`src/rtl/b10_link_partner.sv`:
```
// b10_link_partner: far-end partner for the b10 rts/cts and rtr/ctr four-phase handshakes.
module b10_link_partner #(
  parameter int DEPTH   = 4,
  parameter int TIMEOUT = 255
) (
  input  logic       clk_i,
  input  logic       rst_ni,
  input  logic       tx_valid_i,
  input  logic [3:0] tx_data_i,
  output logic       tx_ready_o,
  input  logic       rx_req_i,
  output logic       rx_valid_o,
  output logic [3:0] rx_data_o,
  input  logic       err_clr_i,
  output logic       tx_timeout_o,
  output logic       rx_timeout_o,
  output logic       busy_o,
  output logic       rts_o,
  output logic       rtr_o,
  output logic [3:0] v_in_o,
  input  logic       cts_i,
  input  logic       ctr_i,
  input  logic [3:0] v_out_i
);
  localparam int AW = $clog2(DEPTH);
  localparam int CW = AW + 1;
  localparam logic [7:0] TLAST = 8'(TIMEOUT - 1);
  typedef enum logic [1:0] {T_IDLE, T_REQ, T_REL} t_state_e;
  typedef enum logic [1:0] {R_IDLE, R_REQ, R_REL} r_state_e;
  t_state_e t_q, t_d;
  r_state_e r_q, r_d;
  logic [3:0]    mem_q [DEPTH];
  logic [AW-1:0] wr_q, rd_q;
  logic [CW-1:0] cnt_q;
  logic [7:0]    tcnt_q, tcnt_d, rcnt_q, rcnt_d;
  logic [3:0]    v_in_q, v_in_d, rx_data_q, rx_data_d;
  logic          rx_valid_q, rx_valid_d, tx_to_q, tx_to_d, rx_to_q, rx_to_d;
  logic          push, pop;
  assign tx_ready_o   = cnt_q != CW'(DEPTH);
  assign push         = tx_valid_i & tx_ready_o;
  assign rts_o        = t_q == T_REQ;
  assign rtr_o        = r_q == R_REQ;
  assign v_in_o       = v_in_q;
  assign rx_valid_o   = rx_valid_q;
  assign rx_data_o    = rx_data_q;
  assign tx_timeout_o = tx_to_q;
  assign rx_timeout_o = rx_to_q;
  assign busy_o       = (t_q != T_IDLE) | (r_q != R_IDLE) | (cnt_q != '0);
  always_ff @(posedge clk_i) begin
    if (push) mem_q[wr_q] <= tx_data_i;
  end
  // A timed-out request leaves the head word in place so it is retried.
  always_comb begin
    t_d     = t_q;
    tcnt_d  = tcnt_q + 8'd1;
    v_in_d  = v_in_q;
    pop     = 1'b0;
    tx_to_d = err_clr_i ? 1'b0 : tx_to_q;
    case (t_q)
      T_IDLE: begin
        tcnt_d = '0;
        if (cnt_q != '0) begin
          t_d    = T_REQ;
          v_in_d = mem_q[rd_q];
        end
      end
      T_REQ: begin
        if (cts_i) begin
          pop    = 1'b1;
          t_d    = T_REL;
          tcnt_d = '0;
        end else if (tcnt_q == TLAST) begin
          t_d     = T_IDLE;
          v_in_d  = '0;
          tx_to_d = 1'b1;
        end
      end
      T_REL: begin
        if (!cts_i || tcnt_q == TLAST) begin
          t_d    = T_IDLE;
          v_in_d = '0;
        end
        if (cts_i && tcnt_q == TLAST) tx_to_d = 1'b1;
      end
      default: t_d = T_IDLE;
    endcase
  end
  always_comb begin
    r_d        = r_q;
    rcnt_d     = rcnt_q + 8'd1;
    rx_data_d  = rx_data_q;
    rx_valid_d = 1'b0;
    rx_to_d    = err_clr_i ? 1'b0 : rx_to_q;
    case (r_q)
      R_IDLE: begin
        rcnt_d = '0;
        if (rx_req_i) r_d = R_REQ;
      end
      R_REQ: begin
        if (ctr_i) begin
          r_d        = R_REL;
          rcnt_d     = '0;
          rx_data_d  = v_out_i;
          rx_valid_d = 1'b1;
        end else if (rcnt_q == TLAST) begin
          r_d     = R_IDLE;
          rx_to_d = 1'b1;
        end
      end
      R_REL: begin
        if (!ctr_i || rcnt_q == TLAST) r_d = R_IDLE;
        if (ctr_i && rcnt_q == TLAST) rx_to_d = 1'b1;
      end
      default: r_d = R_IDLE;
    endcase
  end
  always_ff @(posedge clk_i or negedge rst_ni) begin
    if (!rst_ni) begin
      t_q        <= T_IDLE;
      r_q        <= R_IDLE;
      wr_q       <= '0;
      rd_q       <= '0;
      cnt_q      <= '0;
      tcnt_q     <= '0;
      rcnt_q     <= '0;
      v_in_q     <= '0;
      rx_data_q  <= '0;
      rx_valid_q <= 1'b0;
      tx_to_q    <= 1'b0;
      rx_to_q    <= 1'b0;
    end else begin
      t_q        <= t_d;
      r_q        <= r_d;
      wr_q       <= wr_q + AW'(push);
      rd_q       <= rd_q + AW'(pop);
      cnt_q      <= cnt_q + CW'(push) - CW'(pop);
      tcnt_q     <= tcnt_d;
      rcnt_q     <= rcnt_d;
      v_in_q     <= v_in_d;
      rx_data_q  <= rx_data_d;
      rx_valid_q <= rx_valid_d;
      tx_to_q    <= tx_to_d;
      rx_to_q    <= rx_to_d;
    end
  end
endmodule

```
`config.mk`:
```
export PLATFORM = sky130hd
export DESIGN_NAME = b10_link_partner
export DESIGN_NICKNAME = d
export VERILOG_FILES = /design/src/rtl/b10_link_partner.sv
export SDC_FILE = /design/constraint.sdc
export NUM_CORES = 1
export LEC_CHECK = 0
export BUFFER_PORTS_ARGS = -buffer_cell sky130_fd_sc_hd__buf_2
export CAP_MARGIN = 20
export CORE_MARGIN = 8
export CORE_UTILIZATION = 30
export CTS_CLUSTER_SIZE = 28
export DETAILED_ROUTE_END_ITERATION = 10
export GPL_TIMING_DRIVEN = 0
export PLACE_DENSITY = 0.44
export SLEW_MARGIN = 30
export SYNTH_ARGS = -nofsm -noshare
export SYNTH_HDL_FRONTEND = slang
export SYNTH_SLANG_ARGS = --single-unit
```
`constraint.sdc`:
```
create_clock -name clk_i -period 5.2 [get_ports clk_i]
set_input_delay 0.52 -clock clk_i [delete_from_list [all_inputs] [get_ports clk_i]]
set_output_delay 0.52 -clock clk_i [all_outputs]
set_load 0.01 [all_outputs]
```
## Word level (Yosys, flattened, before mapping)

Memory sizes are Yosys's and may differ from the RTL's.
Cells that the tools add are included.

- RAM bits: 16
- Output and inout port bits: 15
- Input port bits: 15
- Memories: 1
- Bits in registers: 38
- Word-level logic and storage cells: 88

- Add/sub/neg operators: 6
- Mux-type cells: 35
- Reduce and logical (&&, ||, !) cells: 16
- Equal/unequal tests: 15
- Bitwise logic cells: 3

Memory list:

| memory | words | width | rd ports | clocked after memory_dff | wr ports | RTL line | source |
|---|---|---|---|---|---|---|---|
| mem_q | 4 | 4 | 1 | 0 | 1 | 32 | `logic [3:0] mem_q [DEPTH];` |

Operators with widths:

| kind | count |
|---|---|
| 8-bit case mux with 2 select lines | 2 |
| 8-bit by 1-bit adder with 8-bit output (second input constant) | 2 |
| 8-bit == test (second input constant) | 2 |
| 2-bit two-way mux | 8 |
| 4-bit two-way mux | 4 |
| 8-bit two-way mux | 2 |
| 1-bit two-way mux | 14 |
| 2-bit case mux with 3 select lines | 2 |
| 4-bit case mux with 3 select lines | 1 |
| 2-bit inequality test (second input constant) | 5 |
| 3-bit by 1-bit inequality test with 1-bit output (second input constant) | 2 |
| 3-bit AND reduction | 2 |
| 3-bit nonzero test | 2 |
| 5-bit AND reduction | 1 |
| 2-bit by 1-bit adder with 2-bit output | 2 |
| 2-bit by 1-bit == test with 1-bit output (second input constant) | 2 |
| 2-bit == test (second input constant) | 2 |
| 2-bit logical NOT | 2 |
| 1-bit case mux with 2 select lines | 2 |
| 2-bit nonzero test | 2 |
| 3-bit by 1-bit adder with 3-bit output | 1 |
| 3-bit inequality test (second input constant) | 1 |
| 3-bit by 1-bit subtractor with 3-bit output | 1 |
| 1-bit logical AND | 2 |
| other kinds (6) | 9 |

## Longest topological paths before layout

- Depth after elaboration: 4
- Mapped depth: 9
- Depth with buffers taken out: 9

## Least setup slack after synthesis

OpenSTA, ideal clock, no wires.

- Path kind: reg-to-reg
- From: register t_q[1]
- To: register cnt_q[2]
- Stages on the path, launching flop included: 10
- Period minus slack after synthesis: 1.972 ns
- Arrival: 1.849 ns
- Buffers on the path: 1
- Path slack: 3.228 ns
- Data required time: 5.077 ns
- Path through: dfrtp_1 -> inv_1 -> ha_1 -> buf_2 -> nand2_2 -> xnor2_1 -> ha_1 -> fa_1 -> xnor2_1 -> xnor2_1

- Cells in the longest elaborated chain, start to end: 3

RTL lines:

| what | RTL line | source |
|---|---|---|
| start: declaration | 30 | `t_state_e t_q, t_d;` |
| start signal: assignment | 132 | `t_q <= t_d;` |
| 2-bit by 1-bit == test with 1-bit output | - |  |
| named net rts_o | 18 | `output logic rts_o,` |
| 1-bit two-way mux | 59 | `case (t_q)` |
| 3-bit by 1-bit subtractor with 3-bit output | 136 | `cnt_q <= cnt_q + CW'(push) - CW'(pop);` |
| end signal: assignment | 136 |  |
| end: declaration | 34 | `logic [CW-1:0] cnt_q;` |

The timed path passes the listed nets, and every way through them passes these cells.
A chain may end at the register's enable or synchronous reset.

## Worst setup path after layout

- From: register t_q[1]
- To: output port busy_o

- Cells in the longest elaborated chain, start to end: 3

RTL lines:

| what | RTL line | source |
|---|---|---|
| 2-bit nonzero test | 48 | `assign busy_o = (t_q != T_IDLE) \| (r_q != R_IDLE) \| (cnt_q != '0);` |
| 1-bit OR (2 in a row) | 48 |  |
| end: declaration | 17 | `output logic busy_o,` |

Every way passes these cells.

==> flow_summary_export.csv <==
group,metric,value,unit
clock_network,clk_pin_slew,0.10,ns
sta,finClkSkew,0.00411,ns
place,place_area,2710,um2
final_layout,n_fill_cell,812,
final_layout,fin_nets,252,
sta,fin_hold_ws,0.168,ns
sta,fmax,0.449,GHz
flow_run,maxCapViolations,0,
die,die_x,106,um
synth,yosysWarnings,0,
worst_setup_path,critPathCaptureType,"output port",
worst_setup_path,crit_type,"reg -> out",
final_layout,drive_gt1_share,24.9,%
worst_setup_path,r2r_setup_slack,3.14,ns
pwr,p_leak,1.23,nW
sta,rsz0062_at_grt,"no",
worst_setup_path,crit_arrival,1.71,ns
route,drt_iter0_drc,18,
die,num_rows,33,
clock_network,cts_max_level,2,
clock_network,cts.sinks,54,
place,gp_congestion,0.684,
clock_network,clk_latency,0.31,ns
die,start_util,30.3,%
clock_network,postCtsSetupRepairBufs,0,
worst_setup_path,crit_fanout,5,
global_routing,overflow,0,
sta,relSlewSlack,55.2,%
worst_setup_path,start_kind,"flop",
die,die_h,106,um
route,wl_per_cell,13.5,um
die,dieArea,11200,um2
sta,worstMarginPinSlew,0.671,ns
final_layout,antenna_cells,0,
synth,synth_fp_nets,216,
clock_network,cts_resized,0,
synth,synth_cells,188,
sta,fin_crit,2.23,ns
global_routing,grt_pass1_wl,7820,um
worst_setup_path,required,4.68,ns
clock_network,cts_hold_repair.buffers,0,
route,ant_nets,0,
global_routing,grt_max_degree,39,
route,num_vias,1482,
synth,ys_seq_elements,54,
synth,synth_top_family_by_area,"simple AND/OR/NAND/NOR gates",
synth,seq_area_frac_synth,58.9,%
global_routing,grt_pass1_vias,1564,
sta,slew_violations,0,
synth,syn_avg_cell_area,12.9,um2
final_layout,final_area,2820,um2
route,dr.pass1.iters,4,
place,io_buffers,29,
route,via_per_inst,4.49,
sta,setup_viol,0,
run_status,outcome,"finished, final reports clean",
clock_network,cts_buffer_depth,2,
synth,synth_area,2430,um2
synth,synth.distinct_cells,34,
global_routing,antenna_found_initial,0,
die,core_area,8010,um2
clock_network,cts_tree,"yes",
sta,hold_violations,0,
global_routing,grt.total_usage,8.68,%
place,dp_hpwl,3260,um
final_layout,syn2layout_area_growth,16.0,%
sta,setup_tns,0,ns
clock_network,root_buffer,"clkbuf_8",
synth,synth-simple-area-share,11.5,%
clock_network,cts_made_buffers,5,
synth,synth_mux_area_share,9.12,%
route,drc_errors,0,
min_path,hold_class,"in -> async",
synth,synthXorXnorAreaFrac,5.77,%
synth,synthAdderAreaFrac,7.01,%
pwr,ir_drop,0.172,mV
pwr,power.density,522,nW/um2
route,wl,4440,um
sta,fin_crit_sh,42.9,%
die,io_pins,30,
synth,synth-compound-area-share,5.26,%
final_layout,final_core_util,35.2,%
## Yosys cell counts
cell       instances  area (um2)
nor2b_1            5        31.3
xor2_1             9        78.8
o2111ai_1          1        8.76
and4_1             1        8.76
o21ai_0            6        30.0
mux2_2             9         101
and4_4             1        11.3
nand2_1            8        30.0
buf_2              2        10.0
xnor2_1            7        61.3
or2_2              1        6.26
mux4_2             4        90.1
a21boi_0           1        7.51
nand4_1            2        12.5
o211ai_4           1        21.3
mux2i_1            3        30.0
or3_1              2        12.5
o21ai_1            2        10.0
ha_1              12         150
o21a_1             1        7.51
nor3b_1            2        15.0
nor2_1            17        63.8
nor3_1             1        5.00
and3_1             3        18.8
nand3b_1           1        7.51
dfrtp_1           38         951
a21oi_1            5        25.0
nand2_2            1        6.26
fa_1               1        20.0
nand3_1           10        50.1
edfxtp_1          16         480
inv_1             13        48.8
o31ai_1            1        7.51
a32o_1             1        10.0
## final timing paths
kind	start	end	cells after the start
worst max-delay path	t_q[1]	busy_o	5
worst min-delay path	rst_ni	tcnt_q[5]	1
worst max register to register	t_q[1]	cnt_q[2]	9
worst min register to register	rcnt_q[0]	rcnt_q[0]	1
max in group asynchronous	rst_ni	rd_q[1]	1
min in group clk_i	tx_data_i[2]	mem_q[3][2]	1
## registers in the layout, indices dropped and copies added, names as in the netlist
name / count
t_q: 2
rd_q: 2
rx_data_o: 4
wr_q: 2
rcnt_q: 8
r_q: 2
tcnt_q: 8
rx_timeout_o: 1
rx_valid_o: 1
mem_q: 16
v_in_o: 4
tx_timeout_o: 1
cnt_q: 3
## report_power, final
group,switching [mW],internal (mW),total (mW)
sequential,0.0750,0.561,0.636
combinational,0.293,0.258,0.551
clock,0.141,0.142,0.283
total,0.509,0.961,1.47
## logic make-up after synthesis
group / Yosys count
fa+ha+maj: 13
xor+xnor: 16
compound gates: 19
mux: 16
buf+inv: 15
simple gates: 55
flops: 54
## cell usage in the layout, fill, tap and decap left out, types with 4 or more instances in the layout
| cell type | instances |
|---|---|
| nand3_1 | 10 |
| nor2b_1 | 5 |
| nand2_1 | 8 |
| mux4_2 | 4 |
| inv_1 | 13 |
| edfxtp_1 | 16 |
| o21ai_0 | 6 |
| nor2_1 | 17 |
| a21oi_1 | 5 |
| xnor2_1 | 7 |
| dfrtp_1 | 38 |
| mux2_2 | 9 |
| xor2_1 | 9 |
| clkbuf_8 | 5 |
| ha_1 | 12 |
| buf_2 | 30 |
## worst max-delay path: stages, from the launching register on
cell and delay (ns):
dfrtp_1 0.39, inv_1 0.10, ha_1 0.17, nand3b_1 0.22
or2_2 0.36, buf_2 0.15
## layer usage
layer	wire, um	GRT usage, %	up-vias
met1	2100	10.9	731
met3	143	2.90	5
met4	41	2.71	0
met2	2160	13.8	21
met5	0	0	-
li1	-	-	725
## layout make-up
class                      instances  area, um2  area share, %
clock inverter                     3       40.0           1.42
sequential                        54       1430           50.8
buffer                             2       10.0          0.355
inverter                          13       48.8           1.73
multi-input combinational        119        938           33.3
tap                              105        131           4.66
timing repair buffer              29        148           5.24
clock buffer                       5       68.8           2.44
## per-stage QoR
stage          setup WS, ns  cells  power [mW]
2_1_floorplan          3.23    188        1.05
3_3_place_gp           3.16    322        1.21
3_5_place_dp           3.14    322        1.21
4_1_cts                2.96    330        1.50
5_1_grt                2.85    330        1.60
6_report               2.97    330        1.47
No activity file was read; power rests on OpenSTA's default activity.
